--- src/rtl/io_fabric_pkg.sv ---
// Shared types and constants for the io_fabric CPU-to-peripheral bus fabric.
package io_fabric_pkg;

   typedef enum logic [1:0] {
      IDLE   = 2'd0,
      ACCESS = 2'd1,
      DONE   = 2'd2
   } state_t;

   localparam logic [3:0] OFS_PENDING  = 4'h0;
   localparam logic [3:0] OFS_MASK     = 4'h4;
   localparam logic [3:0] OFS_ERR_ADDR = 4'h8;

   localparam int   ERR_FLAG_BIT = 31;
   localparam logic ERR_RDATA    = 1'b1;
   localparam int   TCNT_W       = 8;

endpackage

--- src/rtl/io_fabric_if.sv ---
// CPU-side request/response bus plus peripheral channel bus of io_fabric.
interface io_fabric_if #(
   parameter int NSLAVE = 4,
   parameter int AW     = 11,
   parameter int DW     = 32
);
   logic                 read;
   logic                 write;
   logic [AW-1:0]        address;
   logic [DW-1:0]        data_in;
   logic [DW/8-1:0]      be;
   logic [DW-1:0]        data_out;
   logic                 wait_out;
   logic                 bus_err;
   logic [NSLAVE-1:0]    slv_sel;
   logic                 slv_read;
   logic                 slv_write;
   logic [AW-1:0]        slv_addr;
   logic [DW-1:0]        slv_wdata;
   logic [DW/8-1:0]      slv_be;
   logic [NSLAVE*DW-1:0] slv_rdata;
   logic [NSLAVE-1:0]    slv_ack;
   logic [NSLAVE-1:0]    irq_in;
   logic                 interrupt;

   // master: CPU and peripherals around the fabric
   modport master (
      output read, write, address, data_in, be, slv_rdata, slv_ack, irq_in,
      input  data_out, wait_out, bus_err, slv_sel, slv_read, slv_write,
             slv_addr, slv_wdata, slv_be, interrupt
   );

   // slave: the fabric itself
   modport slave (
      input  read, write, address, data_in, be, slv_rdata, slv_ack, irq_in,
      output data_out, wait_out, bus_err, slv_sel, slv_read, slv_write,
             slv_addr, slv_wdata, slv_be, interrupt
   );
endinterface

--- src/rtl/io_fabric_irq_ctrl.sv ---
// Per-channel interrupt capture: input register, rising-edge detect,
// write-1-clear pending bits, byte-enabled mask and registered interrupt.
module io_irq_ctrl #(
   parameter int NSLAVE = 4
) (
   input  logic              clk,
   input  logic              rst,
   input  logic [NSLAVE-1:0] i_irq,
   input  logic              i_clr_en,
   input  logic              i_mask_we,
   input  logic [NSLAVE-1:0] i_wdata,
   input  logic [NSLAVE-1:0] i_bit_en,
   output logic [NSLAVE-1:0] o_pending,
   output logic [NSLAVE-1:0] o_mask,
   output logic              o_interrupt
);

   logic [NSLAVE-1:0] r_sync;
   logic [NSLAVE-1:0] r_prev;
   logic [NSLAVE-1:0] r_pending;
   logic [NSLAVE-1:0] r_mask;
   logic              r_irq;
   logic [NSLAVE-1:0] w_rise;
   logic [NSLAVE-1:0] w_clr;

   assign w_rise = r_sync & ~r_prev;
   assign w_clr  = i_clr_en ? (i_wdata & i_bit_en) : '0;

   always_ff @(posedge clk) begin
      if (rst) begin
         r_sync    <= '0;
         r_prev    <= '0;
         r_pending <= '0;
         r_mask    <= '0;
         r_irq     <= 1'b0;
      end else begin
         r_sync    <= i_irq;
         r_prev    <= r_sync;
         // a new edge beats a simultaneous clear of the same bit
         r_pending <= (r_pending & ~w_clr) | w_rise;
         if (i_mask_we) begin
            r_mask <= (r_mask & ~i_bit_en) | (i_wdata & i_bit_en);
         end
         r_irq     <= |(r_pending & r_mask);
      end
   end

   assign o_pending   = r_pending;
   assign o_mask      = r_mask;
   assign o_interrupt = r_irq;

endmodule

--- src/rtl/io_fabric.sv ---
// CPU bus fabric: decodes one request onto NSLAVE channels or the internal
// register block, stretching the CPU via wait_out. Option: IO_TIMEOUT_EN.
module io_fabric
   import io_fabric_pkg::*;
#(
   parameter int                   NSLAVE   = 4,
   parameter int                   AW       = 11,
   parameter int                   DW       = 32,
   parameter logic [NSLAVE*AW-1:0] BASES    = {4{11'h0}},
   parameter logic [NSLAVE*AW-1:0] MASKS    = {4{11'h7f8}},
   parameter logic [AW-1:0]        REG_BASE = 11'h7f0,
   parameter int                   TIMEOUT  = 255
) (
   input  logic        clk,
   input  logic        rst,
   io_fabric_if.slave  bus
);

   localparam int            IW       = (NSLAVE > 1) ? $clog2(NSLAVE) : 1;
   localparam int            FLAG     = (DW > ERR_FLAG_BIT) ? ERR_FLAG_BIT : DW - 1;
   localparam logic [AW-1:0] REG_MASK = {{(AW-4){1'b1}}, 4'h0};

   if (NSLAVE > DW || NSLAVE < 1 || NSLAVE > 16) begin : g_bad_nslave
      $error("io_fabric: NSLAVE must be 1..16 and not exceed DW");
   end
   if (TIMEOUT < 1 || TIMEOUT > (1 << TCNT_W)) begin : g_bad_timeout
      $error("io_fabric: TIMEOUT must fit the 8-bit access counter");
   end

   state_t              r_state;
   state_t              w_state_nxt;
   logic [AW-1:0]       r_addr;
   logic [DW-1:0]       r_wdata;
   logic [DW/8-1:0]     r_be;
   logic                r_op_rd;
   logic                r_op_wr;
   logic                r_int;
   logic [IW-1:0]       r_idx;
   logic [NSLAVE-1:0]   r_sel;
   logic [DW-1:0]       r_dout;
   logic                r_bus_err;
   logic [DW-1:0]       r_err_addr;

   logic                w_req;
   logic                w_int_hit;
   logic                w_ch_hit;
   logic [IW-1:0]       w_idx;
   logic [NSLAVE-1:0]   w_onehot;
   logic                w_ack;
   logic                w_tmo;
   logic [NSLAVE-1:0]   w_sel;
   logic                w_rd_stb;
   logic                w_wr_stb;
   logic                w_int_rd;
   logic                w_int_wr;
   logic [DW-1:0]       w_int_rdata;
   logic [DW-1:0]       w_slv_rdata;
   logic [NSLAVE-1:0]   w_be_bits;
   logic [NSLAVE-1:0]   w_pending;
   logic [NSLAVE-1:0]   w_mask;
   logic                w_irq;
   logic                w_ofs_pend;
   logic                w_ofs_mask;
   logic                w_ofs_err;

   assign w_req = bus.read | bus.write;

   // walk from the top index down so the lowest matching channel is kept
   always_comb begin
      w_int_hit = ((bus.address & REG_MASK) == REG_BASE);
      w_ch_hit  = 1'b0;
      w_idx     = '0;
      w_onehot  = '0;
      for (int i = NSLAVE - 1; i >= 0; i--) begin
         if ((bus.address & MASKS[i*AW +: AW]) == BASES[i*AW +: AW]) begin
            w_ch_hit    = 1'b1;
            w_idx       = IW'(i);
            w_onehot    = '0;
            w_onehot[i] = 1'b1;
         end
      end
      if (w_int_hit) begin
         w_ch_hit = 1'b0;
         w_onehot = '0;
      end
   end

   assign w_ack       = r_int | (|(bus.slv_ack & r_sel));
   assign w_slv_rdata = bus.slv_rdata[r_idx*DW +: DW];

`ifdef IO_TIMEOUT_EN
   logic [TCNT_W-1:0] r_tcnt;

   always_ff @(posedge clk) begin
      if (rst || r_state != ACCESS) begin
         r_tcnt <= '0;
      end else begin
         r_tcnt <= r_tcnt + 1'b1;
      end
   end

   assign w_tmo = (r_state == ACCESS) && !w_ack && (r_tcnt == TCNT_W'(TIMEOUT - 1));
`else
   assign w_tmo = 1'b0;
`endif

   always_ff @(posedge clk) begin
      if (rst) begin
         r_state <= IDLE;
      end else begin
         r_state <= w_state_nxt;
      end
   end

   always_comb begin
      w_state_nxt = r_state;
      case (r_state)
         IDLE:    if (w_req) w_state_nxt = (w_int_hit || w_ch_hit) ? ACCESS : DONE;
         ACCESS:  if (w_ack || w_tmo) w_state_nxt = DONE;
         DONE:    if (!w_req) w_state_nxt = IDLE;
         default: w_state_nxt = IDLE;
      endcase
   end

   // internal-block accesses never strobe the peripheral channels
   always_comb begin
      w_sel    = '0;
      w_rd_stb = 1'b0;
      w_wr_stb = 1'b0;
      w_int_rd = 1'b0;
      w_int_wr = 1'b0;
      if (r_state == ACCESS) begin
         if (r_int) begin
            w_int_rd = r_op_rd;
            w_int_wr = r_op_wr;
         end else begin
            w_sel    = r_sel;
            w_rd_stb = r_op_rd;
            w_wr_stb = r_op_wr;
         end
      end
   end

   assign w_ofs_pend = (r_addr[3:2] == OFS_PENDING[3:2]);
   assign w_ofs_mask = (r_addr[3:2] == OFS_MASK[3:2]);
   assign w_ofs_err  = (r_addr[3:2] == OFS_ERR_ADDR[3:2]);

   always_comb begin
      w_int_rdata = '0;
      if (w_ofs_pend) begin
         w_int_rdata[NSLAVE-1:0] = w_pending;
      end else if (w_ofs_mask) begin
         w_int_rdata[NSLAVE-1:0] = w_mask;
      end else if (w_ofs_err) begin
         w_int_rdata = r_err_addr;
      end
   end

   always_ff @(posedge clk) begin
      if (rst) begin
         r_addr     <= '0;
         r_wdata    <= '0;
         r_be       <= '0;
         r_op_rd    <= 1'b0;
         r_op_wr    <= 1'b0;
         r_int      <= 1'b0;
         r_idx      <= '0;
         r_sel      <= '0;
         r_dout     <= '0;
         r_bus_err  <= 1'b0;
         r_err_addr <= '0;
      end else begin
         r_bus_err <= 1'b0;
         case (r_state)
            IDLE: begin
               if (w_req) begin
                  r_addr  <= bus.address;
                  r_wdata <= bus.data_in;
                  r_be    <= bus.be;
                  r_op_wr <= bus.write;
                  r_op_rd <= bus.read & ~bus.write;
                  r_int   <= w_int_hit;
                  r_idx   <= w_idx;
                  r_sel   <= w_onehot;
                  if (!(w_int_hit || w_ch_hit)) begin
                     r_dout     <= '0;
                     r_bus_err  <= 1'b1;
                     r_err_addr <= DW'(bus.address) | (DW'(1) << FLAG);
                  end
               end
            end
            ACCESS: begin
               if (w_ack) begin
                  if (r_op_rd) begin
                     r_dout <= r_int ? w_int_rdata : w_slv_rdata;
                  end
                  if (w_int_rd && w_ofs_err) begin
                     r_err_addr[FLAG] <= 1'b0;
                  end
               end else if (w_tmo) begin
                  r_dout     <= {DW{ERR_RDATA}};
                  r_bus_err  <= 1'b1;
                  r_err_addr <= DW'(r_addr) | (DW'(1) << FLAG);
               end
            end
            default: ;
         endcase
      end
   end

   for (genvar i = 0; i < NSLAVE; i++) begin : g_be_bits
      assign w_be_bits[i] = r_be[i/8];
   end

   io_irq_ctrl #(
      .NSLAVE (NSLAVE)
   ) u_irq (
      .clk         (clk),
      .rst         (rst),
      .i_irq       (bus.irq_in),
      .i_clr_en    (w_int_wr && w_ofs_pend),
      .i_mask_we   (w_int_wr && w_ofs_mask),
      .i_wdata     (r_wdata[NSLAVE-1:0]),
      .i_bit_en    (w_be_bits),
      .o_pending   (w_pending),
      .o_mask      (w_mask),
      .o_interrupt (w_irq)
   );

   assign bus.wait_out  = w_req && (r_state != DONE);
   assign bus.data_out  = r_dout;
   assign bus.bus_err   = r_bus_err;
   assign bus.slv_sel   = w_sel;
   assign bus.slv_read  = w_rd_stb;
   assign bus.slv_write = w_wr_stb;
   assign bus.slv_addr  = r_addr;
   assign bus.slv_wdata = r_wdata;
   assign bus.slv_be    = r_be;
   assign bus.interrupt = w_irq;

endmodule

--- src/flat_wrapper.sv ---
// flat-port wrapper written by rule: the top's interface ports become plain ports
module io_fabric_flat import io_fabric_pkg::*;
#(
   parameter int                   NSLAVE   = 4,
   parameter int                   AW       = 11,
   parameter int                   DW       = 32,
   parameter logic [NSLAVE*AW-1:0] BASES    = {4{11'h0}},
   parameter logic [NSLAVE*AW-1:0] MASKS    = {4{11'h7f8}},
   parameter logic [AW-1:0]        REG_BASE = 11'h7f0,
   parameter int                   TIMEOUT  = 255
)
  (clk, rst, bus_read, bus_write, bus_address, bus_data_in, bus_be, bus_slv_rdata, bus_slv_ack, bus_irq_in, bus_data_out, bus_wait_out, bus_bus_err, bus_slv_sel, bus_slv_read, bus_slv_write, bus_slv_addr, bus_slv_wdata, bus_slv_be, bus_interrupt);
  io_fabric_if #(.NSLAVE(NSLAVE), .AW(AW), .DW(DW)) bus_i ();
  input  logic clk;
  input  logic rst;
  input wire logic [$bits(bus_i.read)-1:0] bus_read;
  input wire logic [$bits(bus_i.write)-1:0] bus_write;
  input wire logic [$bits(bus_i.address)-1:0] bus_address;
  input wire logic [$bits(bus_i.data_in)-1:0] bus_data_in;
  input wire logic [$bits(bus_i.be)-1:0] bus_be;
  input wire logic [$bits(bus_i.slv_rdata)-1:0] bus_slv_rdata;
  input wire logic [$bits(bus_i.slv_ack)-1:0] bus_slv_ack;
  input wire logic [$bits(bus_i.irq_in)-1:0] bus_irq_in;
  output wire logic [$bits(bus_i.data_out)-1:0] bus_data_out;
  output wire logic [$bits(bus_i.wait_out)-1:0] bus_wait_out;
  output wire logic [$bits(bus_i.bus_err)-1:0] bus_bus_err;
  output wire logic [$bits(bus_i.slv_sel)-1:0] bus_slv_sel;
  output wire logic [$bits(bus_i.slv_read)-1:0] bus_slv_read;
  output wire logic [$bits(bus_i.slv_write)-1:0] bus_slv_write;
  output wire logic [$bits(bus_i.slv_addr)-1:0] bus_slv_addr;
  output wire logic [$bits(bus_i.slv_wdata)-1:0] bus_slv_wdata;
  output wire logic [$bits(bus_i.slv_be)-1:0] bus_slv_be;
  output wire logic [$bits(bus_i.interrupt)-1:0] bus_interrupt;
  assign bus_i.read = bus_read;
  assign bus_i.write = bus_write;
  assign bus_i.address = bus_address;
  assign bus_i.data_in = bus_data_in;
  assign bus_i.be = bus_be;
  assign bus_i.slv_rdata = bus_slv_rdata;
  assign bus_i.slv_ack = bus_slv_ack;
  assign bus_i.irq_in = bus_irq_in;
  assign bus_data_out = bus_i.data_out;
  assign bus_wait_out = bus_i.wait_out;
  assign bus_bus_err = bus_i.bus_err;
  assign bus_slv_sel = bus_i.slv_sel;
  assign bus_slv_read = bus_i.slv_read;
  assign bus_slv_write = bus_i.slv_write;
  assign bus_slv_addr = bus_i.slv_addr;
  assign bus_slv_wdata = bus_i.slv_wdata;
  assign bus_slv_be = bus_i.slv_be;
  assign bus_interrupt = bus_i.interrupt;
  io_fabric #(.NSLAVE(NSLAVE), .AW(AW), .DW(DW), .BASES(BASES), .MASKS(MASKS), .REG_BASE(REG_BASE), .TIMEOUT(TIMEOUT)) u_core (.clk(clk), .rst(rst), .bus(bus_i));
endmodule
--- config.mk ---
export PLATFORM = sky130hd
export DESIGN_NAME = io_fabric_flat
export DESIGN_NICKNAME = d
export VERILOG_FILES = /design/src/rtl/io_fabric_pkg.sv /design/src/rtl/io_fabric_if.sv /design/src/rtl/io_fabric_irq_ctrl.sv /design/src/rtl/io_fabric.sv /design/src/flat_wrapper.sv
export SDC_FILE = /design/constraint.sdc
export NUM_CORES = 1
export LEC_CHECK = 0
export CORE_MARGIN = 2
export CORE_UTILIZATION = 39
export DETAILED_ROUTE_END_ITERATION = 10
export PLACE_DENSITY = 0.81
export SLEW_MARGIN = 0
export SYNTH_ARGS = -nofsm -noshare
export SYNTH_HDL_FRONTEND = slang
export SYNTH_SLANG_ARGS = --single-unit
--- constraint.sdc ---
create_clock -name clk -period 1.7 [get_ports clk]
set_input_delay 0.255 -clock clk [delete_from_list [all_inputs] [get_ports clk]]
set_output_delay 0.255 -clock clk [all_outputs]
set_load 0.02 [all_outputs]
==> flow_summary_export.csv <==
group,metric,value,unit
cells_and_area,final_cell_mix,"clkdlybuf4s50_1, nand2_1, dfxtp_1",
placed_design,dp_hpwl,10400,um
timing,finalSetupViolations,0,
clock_tree,numCtsBuffers,17,
clock_tree,root_buffer,"clkbuf_16",
routing,wl_met1,6330,um
logic_synthesis,synthesis.area,4910,sq um
routing,via_per_inst,5.36,
placed_design,gp_congestion,0.859,
pwr,ir_drop,0.000562,V
critical_path,crit_type,"reg2reg",
clock_tree,cts_tree,"built",
clock_tree,post-cts-setup-buffer-count,0,
routing,routed_wl,14700,um
critical_path,critical_path_arrival,1940,ps
timing,max_slew_margin,58.3,%
logic_synthesis,synthAdderAreaFrac,0,%
global_routing,grt_max_degree,61,
routing,num_vias,5118,
worst_hold_path,worstHoldStart,"rst",
outcome,status,"completed",
routing,routed.top_layer,"met4",
critical_path,required,1960,ps
global_routing,grt_pass1_wl,23300,um
cells_and_area,drive_gt1_share,12.8,%
pwr,leakagePower,2.89,nW
global_routing,grt_util_all_layers,21.8,%
routing,drc_errors,0,
placed_design,portBuffers,172,
global_routing,grt_pass1_vias,4849,
logic_synthesis,synth_xor_area_share,0,%
logic_synthesis,synth_top_area_share,46.9,%
timing,final.setup.tns,0,ps
logic_synthesis,seq_area_frac_synth,46.9,%
pwr,power_density,961,nW/um^2
critical_path,r2r_start,"u_core.r_state[0]",
timing,timing.final.max_slew_violations,0,
routing,first_iter_violations,374,
clock_tree,clk_latency,410,ps
die,dieArea,13500,sq um
logic_synthesis,synth_top_family_by_area,"simple AND/OR/NAND/NOR gates",
cells_and_area,final_common_cell,"clkdlybuf4s50_1",
logic_synthesis,syn_inst,593,
clock_tree,htree_levels,4,
global_routing,grt.overflow.total,0,
timing,tightest_slew,625,ps
timing,finalHoldViolCount,0,
cells_and_area,post-route-util,60.5,%
timing,rsz0062_at_grt,"yes",
die,core,12500,sq um
cells_and_area,nFillCells,1062,
timing,finClkSkew,11.6,ps
clock_tree,ctsLongestPathBuffers,2,
cells_and_area,fin_nets,957,
clock_tree,cts.sinks,115,
logic_synthesis,synth_warnings,0,
die,start_util,39.4,%
worst_hold_path,hp-class,"in2reg",
logic_synthesis,synth-simple-area-share,24.8,%
die,die_x,116,um
routing,wl_met2,7170,um
cells_and_area,n_antenna_cell,0,
die,rows,41,
timing,period_minus_slack,1680,ps
clock_tree,clk_pin_slew,50,ps
routing,antenna_left,0,
critical_path,cp-startpoint,"u_core.r_state[0]",
critical_path,endpoint_kind,"register",
logic_synthesis,synthMuxAreaShare,2.24,%
logic_synthesis,synth_cell_type_count,40,
cells_and_area,area_growth,53.6,%
global_routing,antenna_found_initial,0,
routing,avgRoutedWirePerCell,15.5,um
logic_synthesis,synth_area_leaders,"dfxtp_1, nand2_1, nand3_1",
routing,met3_length,1100,um
routing,drt_first_pass_iters,5,
flow_run,maxCapViolCount,0,
timing,fmax,597,MHz
logic_synthesis,synth_compound_area_share,20.3,%
cells_and_area,multi_input_area,2380,sq um
critical_path,cp_max_fo,32,
timing,post-route-period-util,98.6,%
die,die_h,116,um
die,io_pins,275,
logic_synthesis,synth.largest_area_cell,"dfxtp_1",
logic_synthesis,ys_seq_elements,115,
cells_and_area,seqCellArea,2300,sq um
logic_synthesis,avgSynthCellArea,8.29,sq um
critical_path,start_kind,"register",
[flip-flops by register name, summed over array words and instances, names as in the netlist, 2 cells and up]
name / cells
u_core.bus.slv_be: 4
u_core.u_irq.r_sync: 4
u_core.u_irq.r_prev: 4
u_core.u_irq.o_mask: 4
u_core.bus.data_out: 32
u_core.bus.slv_wdata: 32
u_core.r_state: 2
u_core.u_irq.o_pending: 4
u_core.bus.slv_addr: 11
u_core.r_err_addr: 12
[power breakdown]
part | leakage [nW] | switching, mW | internal, mW | total (mW)
clock | 0.265 | 1.14 | 2.06 | 3.20
sequential | 0.942 | 0.0867 | 2.84 | 2.93
combinational | 1.68 | 0.583 | 0.542 | 1.12
[cell type report]
type / instances / area share (%)
clock buffers: 25 / 6.30
multi-input cells: 418 / 31.6
inverters: 3 / 0.149
flip-flops and latches: 115 / 30.5
clock inverters: 6 / 0.730
well taps: 172 / 2.85
repair buffers: 215 / 27.9
[what timing repair did]
| action | in CTS | in global routing |
|---|---|---|
| hold buffers | 0 | 0 |
| gates resized for setup | 23 | 6 |
| endpoints found under the setup margin | 11 | 18 |
[path summary, 6_finish.rpt]
path | to | cells after the start | slack (ps)
setup / recovery | u_core.bus.data_out[8] | 6 | 20
hold / removal | u_core.r_state[0] | 3 | 290
setup reg to reg | u_core.bus.data_out[8] | 6 | 20
hold reg to reg | u_core.bus.slv_wdata[17] | 2 | 450
[synthesized netlist by cell type (all sizes together)]
master   count
nand2b      13
nor2b        9
o311a        1
o2111ai     28
or4          2
clkinv       1
inv          2
a2111oi      1
mux2i       11
o311ai       8
nand4        1
a2111o       1
a21bo        4
and2         4
nor2        20
a21oi       68
or3          2
o21ai       20
nand2      115
a22oi        3
buf         25
o211ai       4
nand4b       9
or2          1
conb         1
nor3b        1
dfxtp      115
nand3b       5
a211oi       9
clkbuf      34
nor3         5
nand3       70
[layer usage]
layer / global-route usage (%) / up-vias
met5: 0 / -
met2: 36.4 / 207
met1: 26.6 / 2424
li1: - / 2471
met3: 7.27 / 16
met4: 6.83 / 0
[metrics by stage]
stage	cell area, sq um	hold WS [ps]	power [mW]	setup WS (ps)	cells
floorplan	4920	352	3.52	98.9	595
global placement	7020	441	4.07	-292	923
detailed placement	7020	449	4.11	-374	923
CTS	7530	264	7.32	3.45	954
global route	7550	303	7.54	-51.4	954
finish	7550	288	7.25	24.5	954
[worst max-delay path, cell delays in order, from the launching register on]
cell and delay [ps]:
dfxtp_1 310, buf_4 180, nor2b_1 170, a2111o_1 440
buf_12 190, nor2_1 140, a21oi_1 90
[cell families after synthesis]
kind of cell    after synthesis
buf+inv                      62
compound gates              147
other cells                   1
simple gates                257
mux                          11
flops                       115
(Power assumes the default switching activity.)
